--- src/rtl/src_operand_sequencer.sv ---
// src_operand_sequencer: serialises SGPR/VGPR source reads and literal capture per instruction; optional stall counter via SRC_SEQ_STALL_CNT_EN
module src_operand_sequencer (
  input  logic        clk,
  input  logic        rst,
  input  logic        dec_valid,
  output logic        dec_ready,
  input  logic [5:0]  dec_wfid,
  input  logic [11:0] dec_src0,
  input  logic [11:0] dec_src1,
  input  logic [11:0] dec_src2,
  input  logic [1:0]  dec_src_count,
  input  logic [2:0]  dec_src_wide,
  input  logic        dec_literal_required,
  output logic        sgpr_rd_en,
  output logic [8:0]  sgpr_rd_addr,
  input  logic        sgpr_rd_gnt,
  output logic        vgpr_rd_en,
  output logic [9:0]  vgpr_rd_addr,
  input  logic        vgpr_rd_gnt,
  input  logic        lit_valid,
  input  logic [31:0] lit_data,
  output logic        lit_ready,
  output logic        seq_done,
  output logic [5:0]  seq_wfid,
  output logic [31:0] seq_literal,
  output logic [15:0] stall_cnt
);
  typedef enum logic [1:0] {IDLE, ISSUE, DONE} state_t;
  state_t state, state_n;
  logic [11:0] dsrc [3];
  logic [11:0] src [3];
  logic [2:0] wide, sgpr_pend, vgpr_pend, sgpr_acc, vgpr_acc, sgpr_clr, vgpr_clr, sgpr_pend_n, vgpr_pend_n;
  logic lit_pend, sgpr_half, vgpr_half, sgpr_fire, vgpr_fire, lit_fire, sgpr_last, vgpr_last, accept;
  logic [1:0] sidx, vidx;
  assign dsrc[0] = dec_src0;
  assign dsrc[1] = dec_src1;
  assign dsrc[2] = dec_src2;
  for (genvar i = 0; i < 3; i++) begin : g_acc
    assign sgpr_acc[i] = (2'(i) < dec_src_count) && dsrc[i][11:9] == 3'b110;
    assign vgpr_acc[i] = (2'(i) < dec_src_count) && dsrc[i][11:10] == 2'b10;
  end
  assign accept = dec_ready && dec_valid;
  // lowest pending operand per port and which pend bits retire this cycle
  always_comb begin
    sidx = sgpr_pend[0] ? 2'd0 : sgpr_pend[1] ? 2'd1 : 2'd2;
    vidx = vgpr_pend[0] ? 2'd0 : vgpr_pend[1] ? 2'd1 : 2'd2;
    sgpr_fire = sgpr_rd_en && sgpr_rd_gnt;
    vgpr_fire = vgpr_rd_en && vgpr_rd_gnt;
    lit_fire = lit_ready && lit_valid;
    sgpr_last = !wide[sidx] || sgpr_half;
    vgpr_last = !wide[vidx] || vgpr_half;
    sgpr_clr = (sgpr_fire && sgpr_last) ? 3'b001 << sidx : 3'b000;
    vgpr_clr = (vgpr_fire && vgpr_last) ? 3'b001 << vidx : 3'b000;
    sgpr_pend_n = sgpr_pend & ~sgpr_clr;
    vgpr_pend_n = vgpr_pend & ~vgpr_clr;
  end
  // state register
  always_ff @(posedge clk or posedge rst)
    if (rst) state <= IDLE;
    else state <= state_n;
  // next state: leave ISSUE once nothing is pending after this cycle's progress
  always_comb begin
    state_n = state;
    case (state)
      IDLE:  state_n = !dec_valid ? IDLE : (|{sgpr_acc, vgpr_acc, dec_literal_required}) ? ISSUE : DONE;
      ISSUE: state_n = (|{sgpr_pend_n, vgpr_pend_n, lit_pend && !lit_fire}) ? ISSUE : DONE;
      default: state_n = IDLE;
    endcase
  end
  // request/ready outputs decoded from registered state; addresses zero when idle
  always_comb begin
    dec_ready = state == IDLE;
    seq_done = state == DONE;
    sgpr_rd_en = state == ISSUE && |sgpr_pend;
    vgpr_rd_en = state == ISSUE && |vgpr_pend;
    lit_ready = state == ISSUE && lit_pend;
    sgpr_rd_addr = sgpr_rd_en ? src[sidx][8:0] + {8'd0, sgpr_half} : 9'd0;
    vgpr_rd_addr = vgpr_rd_en ? src[vidx][9:0] + {9'd0, vgpr_half} : 10'd0;
  end
  // operand capture on accept, pend/half retirement and literal capture while issuing
  always_ff @(posedge clk or posedge rst)
    if (rst) begin
      src <= '{default: 12'd0};
      wide <= '0;
      sgpr_pend <= '0;
      vgpr_pend <= '0;
      lit_pend <= 1'b0;
      sgpr_half <= 1'b0;
      vgpr_half <= 1'b0;
      seq_wfid <= '0;
      seq_literal <= '0;
    end else if (accept) begin
      src <= dsrc;
      wide <= dec_src_wide;
      sgpr_pend <= sgpr_acc;
      vgpr_pend <= vgpr_acc;
      lit_pend <= dec_literal_required;
      sgpr_half <= 1'b0;
      vgpr_half <= 1'b0;
      seq_wfid <= dec_wfid;
      seq_literal <= '0;
    end else begin
      sgpr_pend <= sgpr_pend_n;
      vgpr_pend <= vgpr_pend_n;
      sgpr_half <= sgpr_fire ? !sgpr_last : sgpr_half;
      vgpr_half <= vgpr_fire ? !vgpr_last : vgpr_half;
      lit_pend <= lit_pend && !lit_fire;
      seq_literal <= lit_fire ? lit_data : seq_literal;
    end
`ifdef SRC_SEQ_STALL_CNT_EN
  logic [15:0] stall_q;
  // saturating count of issue cycles where any port is waiting
  always_ff @(posedge clk or posedge rst)
    if (rst) stall_q <= '0;
    else if (((sgpr_rd_en && !sgpr_rd_gnt) || (vgpr_rd_en && !vgpr_rd_gnt) || (lit_ready && !lit_valid)) && stall_q != 16'hFFFF) stall_q <= stall_q + 16'd1;
  assign stall_cnt = stall_q;
`else
  assign stall_cnt = 16'h0000;
`endif
endmodule
--- config.mk ---
export PLATFORM = sky130hd
export DESIGN_NAME = src_operand_sequencer
export DESIGN_NICKNAME = d
export VERILOG_FILES = /design/src/rtl/src_operand_sequencer.sv
export SDC_FILE = /design/constraint.sdc
export NUM_CORES = 1
export LEC_CHECK = 0
export BUFFER_PORTS_ARGS = -buffer_cell sky130_fd_sc_hd__buf_2
export CORE_MARGIN = 1.5
export CORE_UTILIZATION = 40
export DETAILED_ROUTE_END_ITERATION = 7
export PLACE_DENSITY = 0.63
export RECOVER_POWER = 25
export SYNTH_ARGS = -nofsm -noshare
export SYNTH_HDL_FRONTEND = slang
export SYNTH_SLANG_ARGS = --single-unit
--- constraint.sdc ---
create_clock -name clk -period 3.65 [get_ports clk]
set_input_delay 0.9125 -clock clk [delete_from_list [all_inputs] [get_ports clk]]
set_output_delay 0.9125 -clock clk [all_outputs]
set_load 0.1 [all_outputs]
=== After elaboration in Yosys (flattened, before gate mapping) ===
Cells that the tools add are included.

* Bits in registers: 88
* Input port bits: 86
* Output and inout bits: 78
* Word-level logic and storage cells: 99

* Add/sub/neg operators: 2
* Order comparisons: 7
* Eq/ne operators: 8
* Shift-type cells: 2
* Mux-type cells: 31
* Bitwise logic cells: 6
* Reductions and logical operators: 31

{| class="wikitable"
|+ Operator list
! cell !! count
|-
| two-way mux 32 bit || 2
|-
| binary-select mux 12 bit (select 2 bit) || 2
|-
| two-way mux 10 bit || 3
|-
| two-way mux 9 bit || 3
|-
| logical AND 1 bit || 16
|-
| two-way mux 2 bit || 7
|-
| OR reduction 7 bit || 2
|-
| two-way mux 3 bit || 4
|-
| adder 10 x 1 -> 10 bit || 1
|-
| adder 9 x 1 -> 9 bit || 1
|-
| == test 3 bit (second input constant) || 3
|-
| == test 2 bit (second input constant) || 4
|-
| two-way mux 1 bit || 7
|-
| AND 3 bit || 2
|-
| greater-or-equal comparator 3 bit (second input constant) || 2
|-
| < comparator 2 x 3 -> 1 bit (second input constant) || 2
|-
| NOT 2 -> 3 bit || 2
|-
| NOT 3 bit || 2
|-
| nonzero test 2 bit || 3
|-
| OR reduction 3 bit || 2
|-
| left shift 1 x 2 -> 3 bit (first input constant) || 2
|-
| zero test 1 bit || 5
|-
| binary-select mux 1 bit (select 2 bit) || 2
|-
| < comparator 1 x 2 -> 1 bit (first input constant) || 2
|-
| 5 further kinds || 6
|}

=== Depth between registers and ports, before layout ===
* Depth after elaboration: 13
* Mapped depth: 10
* Depth with buffers taken out: 8

=== Least setup slack after synthesis ===
No wires, ideal clock.

* Path kind: reg-to-output
* Start: register sgpr_pend[0]
* End: output sgpr_rd_addr[8]
* Data arrival time: 3421 ps
* Data required time: 2738 ps
* Slack: -683 ps
* Cell stages (with the launch flop): 10
* Buffers on the path: 2
* Cells stage by stage: dfrtp_1 -> buf_4 -> clkbuf_1 -> nand2_1 -> o21ai_0 -> ha_1 -> ha_1 -> o211ai_1 -> or4_1 -> a21oi_1

* Longest elaborated chain between the ends: 7
* Elaborated cells between the ends (all ways): 9
* Those cells by class: add/sub (1); mux (5); bitwise (1); reduce/logical (2)

{| class="wikitable"
|+ Ends and longest elaborated chain
! what !! line !! source
|-
| from (decl) || 32 || <nowiki>logic [2:0] wide, sgpr_pend, vgpr_pend, sgpr_acc, vgpr_acc, sgpr_clr, vgpr_clr, sgpr_pend_n, vgpr_pend_n;</nowiki>
|-
| from (signal assigned) || 95 || <nowiki>sgpr_pend <= sgpr_acc;</nowiki>
|-
| from (signal assigned) || 103 || <nowiki>sgpr_pend <= sgpr_pend_n;</nowiki>
|-
| two-way mux 2 bit || 45 || <nowiki>sidx = sgpr_pend[0] ? 2'd0 : sgpr_pend[1] ? 2'd1 : 2'd2;</nowiki>
|-
| NOT 2 -> 3 bit (not written as such) || 77 || <nowiki>sgpr_rd_addr = sgpr_rd_en ? src[sidx][8:0] + {8'd0, sgpr_half} : 9'd0;</nowiki>
|-
| binary-select mux 12 bit (select 2 bit) || 77 ||
|-
| two-way mux 9 bit (not written as such) (2 in a row) || 77 ||
|-
| adder 9 x 1 -> 9 bit || 77 ||
|-
| two-way mux 9 bit (*) || 77 ||
|-
| to (decl) || 15 || <nowiki>output logic [8:0] sgpr_rd_addr,</nowiki>
|}

Mark *: on every way between the ends. The rest lies on a longest branch, timed or not. The select of a mux whose other input is x is not followed.

=== Final worst setup path ===
* Start: register sgpr_pend[1]
* End: output sgpr_rd_addr[8]

* Longest elaborated chain between the ends: 8
* Elaborated cells between the ends (all ways): 10
* Those cells by class: add/sub (1); mux (6); bitwise (1); reduce/logical (2)

{| class="wikitable"
|+ Ends and longest elaborated chain
! what !! line
|-
| two-way mux 2 bit (2 in a row) || 45
|-
| NOT 2 -> 3 bit (not written as such) || 77
|-
| binary-select mux 12 bit (select 2 bit) || 77
|-
| two-way mux 9 bit (not written as such) (2 in a row) || 77
|-
| adder 9 x 1 -> 9 bit || 77
|-
| two-way mux 9 bit (*) || 77
|}

Marked as above.

==> results.yml <==
floorplan:
  core-area_mm2: 0.01079
  die_h_um: 107.9
  start_util_pct: 40.77
  io_pins: 164
  dieArea_mm2: 0.01164
  fp.dieW_um: 107.9
  rows: 38
layout:
  layout.cells.non_filler: 816
  area_growth_pct: 27.41
  final_layout_size_suffix_gt1_share_pct: 31.56
  nets: 761
timing:
  tightestPinTransition_ns: 2.166
  slew_violations: 92
  layout_min_cycle_time_ns: 3.516
  setup_viol: 0
  hold_violations: 0
  slew_headroom_pct: -44.43
  fmax_mhz: 284.4
  clock_skew_ns: 0.007158
  fin_crit_sh_pct: 96.32
route:
  drtAntennaViolNets: 0
  drc: 0
  vias: 4031
  drtPass1Iterations: 4
  routed_wl_mm: 11.39
  wire_per_inst_um: 13.95
  initialDrtViolationCount: 201
  routed_via_density: 4.940
global_routing:
  grt_overflow: 0
  grt_pass1_vias: 3748
  grt_pass1_wl_mm: 17.75
  grt_max_degree: 65
  antenna_found_initial: 1
  grtUsageTotal_pct: 19.58
place:
  dp.cells: 793
  dp_hpwl_mm: 8.377
  gp_congestion: 0.9142
  port-buffer-count: 147
yosys:
  ys_ff_latch: 82
  ys_seq_area_share_pct: 46.63
  synth_cell_types: 48
  synth_edf_count: 0
  synth-main-ff-cell: "dfrtp_1"
  ys.warnings.count: 0
  syn_area_mm2: 0.004400
  syn_avg_cell_area_um2: 8.366
  postSynthCellCount: 526
  ys_async_sr_fraction_pct: 100.0
clock_tree:
  clkLatencyLatePin_ns: 0.35
  cts_made_buffers: 9
  clockBufferDepth: 2
  cts.clk_slew.worst_paths_ns: 0.08
  cts_tree: "yes"
  clock-sinks: 82
  root_buffer: "clkbuf_8"
  cts_max_level: 3
outcome:
  status: "finished, violations left"
  violations: "capacitance limit, slew limit"
critical_path:
  r2r-start: "state[0]"
  critical_path.cell_chain: "mux2i_1, o21ai_0, ha_2, ha_2, o211ai_1, or4_4, a21oi_4, buf_12"
  crit_slowest_cell: "or4_4"
  endpoint_kind: "output pin"
  cpPeakStageDelay_ns: 0.55
  required_ns: 2.74
  path_max_fanout: 6
  cp-startpoint: "sgpr_pend[1]"
  reg2reg_setup_slack_ns: 1.08
  cp-start-kind: "flop"
  arrival_ns: 2.60
  crit_top_cell: "ha_2"
  crit_type: "flop to output pin"
power:
  p_leak_nw: 2.870
  power_mw: 5.218
  power.density_mw_per_mm2: 930.6
  ir_worst_vdd_uv: 495.1
hold_path:
  hp-class: "flop to flop"
  hold_start: "seq_wfid[5]"
flow_run:
  cap_viol_max_count: 2
worst max-delay path: cells and delay by family (launching register included):
| family | cells | cell delay [ns] |
|---|---|---|
| buffers and inverters | 1 | 0.20 |
| AO/OA/AOI/OAI | 3 | 0.52 |
| AND/OR/NAND/NOR | 1 | 0.55 |
| flip-flops | 1 | 0.47 |
| adder cells (fa/ha/maj) | 2 | 0.38 |
| multiplexers | 1 | 0.14 |
cells in the mapped netlist, types with 3 or more instances:
library cell	number	area, um2
o21ai_0	43	215.2
nor2b_1	11	68.82
and3_1	4	25.02
o211ai_1	4	30.03
a21oi_1	11	55.05
mux2_2	6	67.56
nand4_1	3	18.77
xor2_1	8	70.07
mux2i_2	3	41.29
mux2_1	7	78.83
nand2_1	195	732.0
nor3_1	4	20.02
mux2i_1	15	150.1
nor4_1	4	25.02
nand3_1	7	35.03
and2_1	5	31.28
o21ai_1	4	20.02
inv_1	4	15.01
o41ai_1	3	26.28
dfrtp_1	82	2052
ha_1	4	50.05
nor2_1	20	75.07
or3_1	3	18.77
a21o_1	4	30.03
buf_4	17	127.6
nand2b_1	5	31.28
clkbuf_1	23	86.33
cells by family after synthesis:
kind of cell / after synthesis / synth area share, %
and+or+nand+nor: 270 / 26.33
xor gates and xnor gates: 9 / 1.791
AOI/OAI and AO/OA: 79 / 10.41
muxes: 31 / 7.677
DFF: 82 / 46.63
buffers and inverters: 50 / 5.942
other: 1 / 0.08522
adders and majority gates: 4 / 1.137
layer usage:
layer | GRT usage, % | share of wire (%) | vias to the layer above
met1 | 24.06 | 44 | 1883
met4 | 9.492 | 2.4 | 0
met3 | 5.327 | 6.9 | 22
li1 | - | - | 1991
met5 | 0 | 0 | -
met2 | 31.76 | 47 | 135
registers in the layout, indices dropped and copies added, names as in the netlist:
signal       count
seq_literal     32
src             30
seq_wfid         6
sgpr_pend        3
vgpr_pend        3
wide             3
state            2
lit_pend         1
sgpr_half        1
vgpr_half        1
power by group:
group	total, mW	leakage (nW)	internal [mW]	switching (mW)
clock network	0.686	0.106	0.368	0.318
registers	1.56	1.07	1.25	0.312
logic	2.97	1.70	0.699	2.27
total	5.22	2.87	2.32	2.90
per-stage QoR:
stage	setup slack (ns)	cell area, um2	util, %	setup TNS [ns]	hold WS (ns)
final	0.1343	5607	51.95	0	0.4787
after global routing	-0.02547	5604	51.92	-0.02547	0.5107
after CTS	0.005391	5517	51.11	0	0.4823
after detailed placement	0.1596	5308	49.18	0	0.4620
after global placement	0.2909	5308	49.18	0	0.4533
after floorplan	-0.08444	4498	-	-0.08444	0.4450
cell type report:
class | instances | area [um2]
clock buffers | 13 | 168.9
repair buffers | 164 | 930.9
fillers | 1055 | 5186
flip-flops and latches | 82 | 2057
inverters | 5 | 18.77
multi-input cells | 409 | 2218
clock inverters | 2 | 35.03
diodes | 1 | 2.502
well taps | 140 | 175.2
path summary, 6_finish.rpt:
kind | to | cells past startpoint
setup / recovery | sgpr_rd_addr[8] | 8
hold / removal | seq_wfid[5] | 2
setup reg to reg | src[2] | 5
hold reg to reg | seq_wfid[5] | 2
max in group asynchronous | sgpr_pend[0] | 2
min in group asynchronous | seq_literal[26] | 2
placed cells by master (no fill, tap or decap), types with 4 or more instances in the layout:
master      n
and2_1      4
nand3_1     7
o21ai_1     4
o211ai_1    4
buf_12      4
a21oi_1     6
inv_1       4
mux2i_1    13
buf_2     140
conb_1     16
xor2_1      8
a21oi_2     4
nand2b_1    5
mux2i_2     5
dfrtp_1    80
nor3_1      4
nor2_1     11
nor2b_1    11
clkbuf_8   12
buf_4      15
o21ai_0    43
a21o_1      4
mux2_2      6
nor2_2      9
nand2_1   194
mux2_1      7
timing repair:
item / in CTS / in global routing
gates resized for setup: 3 / 13
hold buffers: 0 / 0
pin swaps: 0 / 3
endpoints found under the hold margin: 0 / 0
buffers inserted: 0 / 7
setup endpoints to repair: 3 / 6
No activity file was read; power rests on OpenSTA's default activity.
